## src/rtl/gpu_rasterizer_pkg.sv

```systemverilog
// Shared types and constants for the GPU rasterizer slice.
//   gpu_op_t   : one draw op as popped from the CPU->GPU FIFO
//   asset word : 2 bits {opaque, color}
//   ST_*       : rasterizer FSM encodings (also visible on dbg_state)
//   scale_mask : low-bit mask selecting the sub-texel position for a 2**scale upscale
package gpu_rasterizer_pkg;

  localparam int GPU_ASSET_AW = 16;

  typedef struct packed {
    logic [10:0]             x;
    logic [10:0]             y;
    logic [10:0]             width;
    logic [10:0]             height;
    logic                    color;
    logic                    mem_en;
    logic [GPU_ASSET_AW-1:0] mem_addr;
    logic [1:0]              scale;
  } gpu_op_t;

  localparam int ASSET_OPAQUE_BIT = 1;
  localparam int ASSET_COLOR_BIT  = 0;

  localparam logic [2:0] ST_IDLE  = 3'd0;
  localparam logic [2:0] ST_POP   = 3'd1;
  localparam logic [2:0] ST_LATCH = 3'd2;
  localparam logic [2:0] ST_RUN   = 3'd3;
  localparam logic [2:0] ST_FLUSH = 3'd4;

  function automatic logic [10:0] scale_mask(input logic [1:0] scale);
    return (11'd1 << scale) - 11'd1;
  endfunction

endpackage

```

## src/rtl/gpu_rect_walker.sv

```systemverilog
// Row-major walker over one draw-op rectangle.
//   load        : capture op geometry, position on pixel (0,0)
//   step        : advance to the next pixel (cx first, then cy)
//   fb_addr     : framebuffer address of the current pixel
//   asset_addr  : asset address of the current pixel for a 2**scale blit
//   clip        : current pixel lies outside the screen
//   last        : current pixel is (width-1, height-1)
// All addresses are maintained incrementally; the only multiply is the
// constant HOR factor applied once at load time.
module gpu_rect_walker
  import gpu_rasterizer_pkg::*;
#(
  parameter int HOR = 640,
  parameter int VER = 480,
  parameter int AW  = 16,
  parameter int FBW = 19
) (
  input  logic          clk,
  input  logic          rst,
  input  logic          ce,
  input  logic          load,
  input  logic          step,
  input  logic [10:0]   op_x,
  input  logic [10:0]   op_y,
  input  logic [10:0]   op_w,
  input  logic [10:0]   op_h,
  input  logic [1:0]    op_scale,
  input  logic [AW-1:0] op_mem_addr,
  output logic [FBW-1:0] fb_addr,
  output logic [AW-1:0] asset_addr,
  output logic          clip,
  output logic          last
);

  logic [10:0]    cx_q, cx_d, cy_q, cy_d, w_q, w_d, h_q, h_d, sw_q, sw_d;
  logic [11:0]    x_q, x_d, y_q, y_d, x0_q, x0_d;
  logic [1:0]     scale_q, scale_d;
  logic [FBW-1:0] fb_row_q, fb_row_d, fb_pix_q, fb_pix_d;
  logic [AW-1:0]  a_row_q, a_row_d, a_pix_q, a_pix_d;
  logic [10:0]    mask, cx_inc, cy_inc;
  logic           row_end;

  always_comb begin
    mask     = scale_mask(scale_q);
    cx_inc   = cx_q + 11'd1;
    cy_inc   = cy_q + 11'd1;
    row_end  = (cx_q == w_q - 11'd1);
    cx_d     = cx_q;
    cy_d     = cy_q;
    w_d      = w_q;
    h_d      = h_q;
    sw_d     = sw_q;
    x_d      = x_q;
    y_d      = y_q;
    x0_d     = x0_q;
    scale_d  = scale_q;
    fb_row_d = fb_row_q;
    fb_pix_d = fb_pix_q;
    a_row_d  = a_row_q;
    a_pix_d  = a_pix_q;
    if (load) begin
      cx_d     = 11'd0;
      cy_d     = 11'd0;
      w_d      = op_w;
      h_d      = op_h;
      scale_d  = op_scale;
      sw_d     = op_w >> op_scale;
      x_d      = {1'b0, op_x};
      x0_d     = {1'b0, op_x};
      y_d      = {1'b0, op_y};
      fb_row_d = FBW'(32'(op_y) * 32'(HOR) + 32'(op_x));
      fb_pix_d = FBW'(32'(op_y) * 32'(HOR) + 32'(op_x));
      a_row_d  = op_mem_addr;
      a_pix_d  = op_mem_addr;
    end else if (step) begin
      if (row_end) begin
        cx_d     = 11'd0;
        cy_d     = cy_inc;
        x_d      = x0_q;
        y_d      = y_q + 12'd1;
        fb_row_d = fb_row_q + FBW'(HOR);
        fb_pix_d = fb_row_q + FBW'(HOR);
        // A new source row starts only when cy crosses a 2**scale boundary.
        if ((cy_inc & mask) == 11'd0) begin
          a_row_d = a_row_q + AW'(sw_q);
          a_pix_d = a_row_q + AW'(sw_q);
        end else begin
          a_pix_d = a_row_q;
        end
      end else begin
        cx_d     = cx_inc;
        x_d      = x_q + 12'd1;
        fb_pix_d = fb_pix_q + FBW'(1);
        if ((cx_inc & mask) == 11'd0) begin
          a_pix_d = a_pix_q + AW'(1);
        end
      end
    end
  end

  always_ff @(posedge clk) begin
    if (rst) begin
      cx_q     <= '0;
      cy_q     <= '0;
      w_q      <= '0;
      h_q      <= '0;
      sw_q     <= '0;
      x_q      <= '0;
      y_q      <= '0;
      x0_q     <= '0;
      scale_q  <= '0;
      fb_row_q <= '0;
      fb_pix_q <= '0;
      a_row_q  <= '0;
      a_pix_q  <= '0;
    end else if (ce) begin
      cx_q     <= cx_d;
      cy_q     <= cy_d;
      w_q      <= w_d;
      h_q      <= h_d;
      sw_q     <= sw_d;
      x_q      <= x_d;
      y_q      <= y_d;
      x0_q     <= x0_d;
      scale_q  <= scale_d;
      fb_row_q <= fb_row_d;
      fb_pix_q <= fb_pix_d;
      a_row_q  <= a_row_d;
      a_pix_q  <= a_pix_d;
    end
  end

  // 12-bit screen coordinates: x+width cannot wrap back into the screen.
  assign clip       = (x_q >= 12'(HOR)) || (y_q >= 12'(VER));
  assign last       = row_end && (cy_q == h_q - 11'd1);
  assign fb_addr    = fb_pix_q;
  assign asset_addr = a_pix_q;

endmodule

```

## src/rtl/gpu_rasterizer.sv

```systemverilog
// Consumer end of the CPU->GPU draw-op FIFO: pops one op at a time and writes
// its rectangle, one pixel per cycle, into the back framebuffer (solid fill or
// upscaled asset blit).
//   clk, rst, ce          : clock, sync active-high reset, clock enable
//   op, op_rd_en, op_empty: FIFO read port
//   asset_addr, asset_data: asset memory read port, 1-cycle latency
//   fb_wr_en/addr/data    : framebuffer write port
//   idle                  : nothing queued and nothing in flight
//   dbg_state             : current FSM state
// Handshakes: op_rd_en is a one-cycle pop (POP state); op is valid the next
// cycle (LATCH). fb_wr_en is a one-cycle strobe per pixel with no backpressure.
// While ce is low every register and every output holds.
module gpu_rasterizer
  import gpu_rasterizer_pkg::*;
#(
  parameter int HOR_ACTIVE_PIXELS = 640,
  parameter int VER_ACTIVE_PIXELS = 480,
  parameter int ASSET_ADDR_WIDTH  = GPU_ASSET_AW,
  parameter int FB_ADDR_WIDTH     = $clog2(HOR_ACTIVE_PIXELS * VER_ACTIVE_PIXELS)
) (
  input  logic                        clk,
  input  logic                        rst,
  input  logic                        ce,
  input  gpu_op_t                     op,
  output logic                        op_rd_en,
  input  logic                        op_empty,
  output logic [ASSET_ADDR_WIDTH-1:0] asset_addr,
  input  logic [1:0]                  asset_data,
  output logic                        fb_wr_en,
  output logic [FB_ADDR_WIDTH-1:0]    fb_addr,
  output logic                        fb_data,
  output logic                        idle,
  output logic [2:0]                  dbg_state
);

  logic [2:0]               state_q, state_d;
  logic                     color_q, color_d;
  logic                     blit_q, blit_d;
  logic                     s1_valid_q, s1_valid_d;
  logic [FB_ADDR_WIDTH-1:0] s1_addr_q, s1_addr_d;

  logic                     walk_load, walk_step, walk_clip, walk_last;
  logic [FB_ADDR_WIDTH-1:0] walk_fb_addr;

  gpu_rect_walker #(
    .HOR (HOR_ACTIVE_PIXELS),
    .VER (VER_ACTIVE_PIXELS),
    .AW  (ASSET_ADDR_WIDTH),
    .FBW (FB_ADDR_WIDTH)
  ) u_walker (
    .clk         (clk),
    .rst         (rst),
    .ce          (ce),
    .load        (walk_load),
    .step        (walk_step),
    .op_x        (op.x),
    .op_y        (op.y),
    .op_w        (op.width),
    .op_h        (op.height),
    .op_scale    (op.scale),
    .op_mem_addr (ASSET_ADDR_WIDTH'(op.mem_addr)),
    .fb_addr     (walk_fb_addr),
    .asset_addr  (asset_addr),
    .clip        (walk_clip),
    .last        (walk_last)
  );

  assign walk_load = (state_q == ST_LATCH);
  assign walk_step = (state_q == ST_RUN);

  always_comb begin
    state_d    = state_q;
    color_d    = color_q;
    blit_d     = blit_q;
    s1_valid_d = 1'b0;
    s1_addr_d  = s1_addr_q;
    case (state_q)
      ST_IDLE:  if (!op_empty) state_d = ST_POP;
      ST_POP:   state_d = ST_LATCH;
      ST_LATCH: begin
        color_d = op.color;
        blit_d  = op.mem_en;
        if (op.width == 11'd0 || op.height == 11'd0) state_d = ST_IDLE;
        else                                           state_d = ST_RUN;
      end
      ST_RUN: begin
        // Stage 0: clipped pixels still take their cycle but never write.
        s1_valid_d = !walk_clip;
        s1_addr_d  = walk_fb_addr;
        if (walk_last) state_d = ST_FLUSH;
      end
      ST_FLUSH: state_d = ST_IDLE;
      default:  state_d = ST_IDLE;
    endcase
  end

  always_ff @(posedge clk) begin
    if (rst) begin
      state_q    <= ST_IDLE;
      color_q    <= 1'b0;
      blit_q     <= 1'b0;
      s1_valid_q <= 1'b0;
      s1_addr_q  <= '0;
    end else if (ce) begin
      state_q    <= state_d;
      color_q    <= color_d;
      blit_q     <= blit_d;
      s1_valid_q <= s1_valid_d;
      s1_addr_q  <= s1_addr_d;
    end
  end

  // Stage 1: asset_data is the read issued by stage 0 one cycle earlier, so it
  // is used directly here; transparent texels drop their write.
  assign fb_wr_en  = s1_valid_q && (!blit_q || asset_data[ASSET_OPAQUE_BIT]);
  assign fb_data   = s1_valid_q && (blit_q ? asset_data[ASSET_COLOR_BIT] : color_q);
  assign fb_addr   = s1_addr_q;
  assign op_rd_en  = (state_q == ST_POP);
  assign idle      = (state_q == ST_IDLE) && op_empty;
  assign dbg_state = state_q;

endmodule

```

## config.mk

```make
export PLATFORM = sky130hd
export DESIGN_NAME = gpu_rasterizer
export DESIGN_NICKNAME = d
export VERILOG_FILES = /design/src/rtl/gpu_rasterizer_pkg.sv /design/src/rtl/gpu_rect_walker.sv /design/src/rtl/gpu_rasterizer.sv
export SDC_FILE = /design/constraint.sdc
export NUM_CORES = 1
export LEC_CHECK = 0
export CAP_MARGIN = 20
export CORE_MARGIN = 2
export CORE_UTILIZATION = 40
export DETAILED_ROUTE_END_ITERATION = 10
export GPL_ROUTABILITY_DRIVEN = 0
export PLACE_DENSITY_LB_ADDON = 0.2
export SLEW_MARGIN = 15
export SYNTH_ARGS = -nofsm -noshare
export SYNTH_HDL_FRONTEND = slang
export SYNTH_SLANG_ARGS = --single-unit
```

## constraint.sdc

```tcl
create_clock -name clk -period 8.45 [get_ports clk]
set_clock_uncertainty 0.05 [all_clocks]
set_input_delay 2.1125 -clock clk [delete_from_list [all_inputs] [get_ports clk]]
set_output_delay 2.1125 -clock clk [all_outputs]
set_load 0.03 [all_outputs]
```

## Yosys cells after proc, flatten, opt, wreduce, memory -nomap -nowiden

Index checks and enable logic that the tools add are counted.

| storage, ports and cells | value |
|---|---|
| flip-flop bits (word level) | 187 |
| bits in latches | 0 |
| bits in writable memories | 0 |
| ROM bits | 0 |
| input port bits | 70 |
| output and inout port bits | 42 |
| word-level logic and storage cells | 99 |
| memories | 0 |

| operators by class | value |
|---|---|
| add/sub/neg operators | 12 |
| multipliers | 1 |
| divide/modulo/power cells | 0 |
| magnitude comparators | 2 |
| equal/unequal tests | 7 |
| shift operators | 2 |
| mux-type cells | 32 |
| bitwise operators | 2 |
| reduce and logical (&&, ||, !) cells | 23 |

Operators with widths:

| operator | number |
|---|---|
| 16-bit two-way mux | 8 |
| 19-bit two-way mux | 6 |
| 12-bit two-way mux | 6 |
| 11-bit two-way mux | 6 |
| 11-bit zero test | 4 |
| 11-bit by 1-bit subtractor with 11-bit output (second input constant) | 3 |
| 12-bit by 1-bit adder with 12-bit output (second input constant) | 2 |
| 11-bit by 1-bit adder with 11-bit output (second input constant) | 2 |
| 11-bit bitwise AND | 2 |
| 11-bit equality test | 2 |
| 19-bit by 1-bit adder with 19-bit output (second input constant) | 1 |
| 19-bit by 10-bit adder with 19-bit output (second input constant) | 1 |
| 19-bit by 11-bit adder with 19-bit output | 1 |
| 16-bit by 1-bit adder with 16-bit output (second input constant) | 1 |
| 16-bit by 11-bit adder with 16-bit output | 1 |
| 12-bit by 10-bit greater-or-equal comparator with 1-bit output (second input constant) | 1 |
| 12-bit by 9-bit greater-or-equal comparator with 1-bit output (second input constant) | 1 |
| 11-bit by 3-bit multiplier with 12-bit output (second input constant) | 1 |
| 3-bit case mux with 4 select lines | 1 |
| 1-bit by 2-bit left shift with 11-bit output (first input constant) | 1 |
| 11-bit by 2-bit >> shifter with 11-bit output | 1 |
| 3-bit AND reduction | 3 |
| 3-bit by 2-bit equality test with 1-bit output (second input constant) | 2 |
| 3-bit two-way mux | 2 |
| 11 further kinds | 22 |

## Longest topological paths before layout

| depth | value |
|---|---|
| word-level depth | 8 |
| depth in mapped cells | 12 |
| gate-level depth less buffers | 11 |

## Cells and area by module

A second synthesis with hierarchy kept.

| unflattened totals | value |
|---|---|
| cells, all modules | 1542 |
| area, all modules | 11696.2 µm² |

Modules (own cells, without submodules):

| module | times used | cells each | area each (µm²) | sequential area each (µm²) |
|---|---|---|---|---|
| gpu_rect_walker | 1 | 1409 | 10657.7 | 3243.1 |
| gpu_rasterizer | 1 | 133 | 1038.5 | 500.5 |

## Least setup slack after synthesis

Ideal clock, no wire load.

| path | value |
|---|---|
| path type | input -> output |
| start | input port asset_data[1] |
| end | output port fb_wr_en |
| arrival | 2.848 ns |
| required time | 6.287 ns |
| setup slack | 3.439 ns |
| stages | 2 |
| buffers on the path | 0 |
| path through | inv_1 -> a21boi_0 |

| between the ends | value |
|---|---|
| word-level cells in the longest chain between the ends | 2 |

RTL lines:

| element | line | RTL |
|---|---|---|
| start: declaration | gpu_rasterizer.sv:28 | `input logic [1:0] asset_data,` |
| 1-bit logical OR | gpu_rasterizer.sv:115 | `assign fb_wr_en = s1_valid_q && (!blit_q \|\| asset_data[ASSET_OPAQUE_BIT]);` |
| 1-bit logical AND | gpu_rasterizer.sv:115 |  |
| end: declaration | gpu_rasterizer.sv:29 | `output logic fb_wr_en,` |

Every way passes these cells.

## Worst setup path after layout

Same ends and word-level chain as after synthesis.

==> impl_metrics.py <==
metrics = {
    "grt": {
        "grt_first_pass_wirelength_um": 55600,
        "grt.overflow.total": 0,
        "grtUsageTotal_pct": 22.7,
        "grt_start_max_net_pins": 72,
        "antenna_found_initial": 0,
        "grt_pass1_vias": 10600,
    },
    "synthesis": {
        "yosys_register_bits": 187,
        "async_flop_share_pct": 0,
        "synth-edff-count": 0,
        "dominantRegCellSynth": "dfxtp_1",
        "syn-num-nets": 1548,
        "synth_cell_types": 75,
        "syn_area_mm2": 0.0114,
        "ys_warn_count": 0,
        "seq_area_frac_synth_pct": 32.9,
        "syn_avg_cell_area_um2": 7.95,
        "netlist_instances": 1431,
    },
    "critical_path": {
        "cp-end-kind": "primary output",
        "crit_buf_inv": 3,
        "required_ns": 6.29,
        "cp-endpoint": "fb_wr_en",
        "r2r-start": "u_walker.w_q[0]",
        "r2r_cells": 11,
        "start_kind": "input port",
        "worst_path_max_delay_cell": "clkdlybuf4s50_1",
        "crit_family": "buffers and inverters",
        "r2r_setup_slack_ns": 4.61,
        "max_stage_delay_ns": 0.69,
        "cp.depth": 4,
        "path_cells": "clkdlybuf4s50_1 > inv_1 > a21boi_0 > clkdlybuf4s50_1",
        "worstPathArrival_ns": 3.43,
        "crit_top_cell": "clkdlybuf4s50_1",
        "path_class": "input port to primary output",
        "r2r-end": "u_walker.cy_q[8]",
        "crit_start": "asset_data[1]",
        "critPathMaxFanout": 1,
    },
    "power_and_ir_drop": {
        "power_density_mw_per_mm2": 161,
        "leakage_nw": 4.82,
        "peakVddDrop_mv": 0.119,
    },
    "die": {
        "fp.coreArea_mm2": 0.0279,
        "die_h_um": 173,
        "start_util_pct": 40.8,
        "io_pins": 112,
        "die-area_mm2": 0.0298,
        "dieWidth_um": 173,
        "rows": 61,
    },
    "cts": {
        "cts_hold_buffers": 0,
        "htree_levels": 4,
        "ctsRootBufferMaster": "clkbuf_16",
        "cts-resized-gates": 0,
        "cts_buffers": 17,
        "cts_sinks": 187,
        "cts_tree": "built",
        "postCtsSetupRepairBufs": 0,
        "worstSkewPairLatency_ns": 0.45,
        "clkTransAtPathRegs_ns": 0.09,
        "cts_max_path_buffers": 2,
    },
    "sta": {
        "worst_pin_slew_ns": 1.05,
        "setup_viol": 0,
        "max_freq_mhz": 179,
        "fin_hold_ws_ns": 0.407,
        "layout_min_cycle_time_ns": 5.60,
        "slew_headroom_pct": 29.8,
        "rsz0062_at_grt": "no",
        "hold_viol_final": 0,
        "min_period_over_period_pct": 66.2,
        "finalMaxSlewViolations": 0,
        "tns_ns": 0,
    },
    "cells_and_area": {
        "area_growth_pct": 18.2,
        "layout_common_cells": "dfxtp_1, nand2_1, clkdlybuf4s50_1",
        "fin_nets": 1609,
        "antennaDiodeCount": 0,
        "fillers": 2728,
        "multi_input_area_mm2": 0.00721,
        "layout-drive-gt1-share_pct": 6.05,
        "seq_area_mm2": 0.00374,
        "final_common_cell": "dfxtp_1",
    },
    "routing": {
        "drt_iter0_drc": 763,
        "drc": 0,
        "vias_per_cell": 5.86,
        "drt.antenna.violating_nets": 0,
        "dr_total_vias": 11000,
        "wl_per_cell_um": 18.2,
        "drt-pass1-iter-count": 5,
        "drt-total-wl_um": 34200,
    },
    "place": {
        "dp_hpwl_um": 23200,
        "io_buffer_count": 111,
    },
    "hold_path": {
        "hold_path.class": "flop to flop",
        "whs_path_depth": 2,
        "worstHoldStart": "fb_addr[4]",
    },
    "run_status": {
        "outcome": "finished clean",
    },
    "flow_run": {
        "maxCapViolCount": 0,
    },
}
how the worst min path moves through the flow:
stage / to / slack [ns]
after floorplan: u_walker.sw_q[7] / 0.37
after global placement: u_walker.x0_q[8] / 0.38
after detailed placement: fb_addr[9] / 0.40
after CTS: fb_addr[9] / 0.41
after global routing: fb_addr[10] / 0.43
final: fb_addr[4] / 0.41
per-layer routing:
metal  vias up  track usage (%)  wire length (um)
li1       5407                -                 -
met1      5301             29.7             15900
met2       287             38.5             16000
met3        38             3.56              1680
met4         0             6.66               632
met5         -                0                 0
worst min-delay path: cells and delay by family, from the launching register on:
family	cells	cell delay, ns
DFF	1	0.32
and+or+nand+nor	1	0.05
AOI/OAI and AO/OA	1	0.05
power breakdown:
| group | total [W] | internal (W) | switching, W |
|---|---|---|---|
| logic | 0.000367 | 0.000143 | 0.000224 |
| clock network | 0.000869 | 0.000436 | 0.000433 |
| registers | 0.000928 | 0.000902 | 0.0000260 |
| total | 0.00216 | 0.00148 | 0.000683 |
flip-flops by register name (all words and copies together), names as in the netlist:
name	flops
color_q	1
blit_q	1
u_walker.scale_q	2
dbg_state	3
u_walker.asset_addr	16
u_walker.x0_q	11
s1_valid_q	1
u_walker.sw_q	11
u_walker.fb_addr	19
u_walker.w_q	11
u_walker.y_q	12
u_walker.fb_row_q	19
fb_addr	19
u_walker.cy_q	11
u_walker.a_row_q	16
u_walker.h_q	11
u_walker.cx_q	11
u_walker.x_q	12
cell type report:
class / count / area share (%)
clock buffers: 17 / 3.16
clock inverters: 15 / 1.63
inverters: 37 / 1.03
multi-input cells: 1121 / 53.6
flip-flops and latches: 187 / 27.8
well taps: 378 / 3.52
repair buffers: 128 / 9.20
per-stage QoR:
step | total power [W] | setup WS (ns) | utilization, % | cells | area (um2)
final | 0.00216 | 2.85 | 48.3 | 1883 | 13400
after global routing | 0.00225 | 2.78 | 48.3 | 1883 | 13400
after CTS | 0.00217 | 2.84 | 48.3 | 1883 | 13400
after detailed placement | 0.00131 | 2.84 | 45.9 | 1851 | 12800
after global placement | 0.00131 | 2.84 | 45.9 | 1851 | 12800
after floorplan | 0.00118 | 3.44 | - | 1431 | 11400
synthesized netlist by cell type, drive strengths merged, types with 13 or more instances:
master	instances	area [um2]
nand3	51	255
a22o	42	368
clkbuf	79	297
o211ai	13	97.6
a211oi	28	210
o21a	13	97.6
nor2	100	378
xnor2	66	578
nor3	35	175
nand2	179	672
o21ai	96	480
xor2	28	245
nand4	30	188
and3	16	100
nor2b	13	81.3
dfxtp	187	3740
inv	37	139
mux2i	17	174
nand2b	15	93.8
a21oi	107	536
a31oi	34	213
ha	44	551
or3	15	93.8
kinds of logic after synthesis:
| logic type | count (synthesis) | share of synthesized area, % |
|---|---|---|
| simple gates | 514 | 22.2 |
| compound gates | 440 | 25.5 |
| flops | 187 | 32.9 |
| buf+inv | 123 | 4.07 |
| xor+xnor | 94 | 7.24 |
| fa+ha+maj | 47 | 5.37 |
| mux | 26 | 2.72 |
Note: power is estimated with default switching activity, not from simulation.
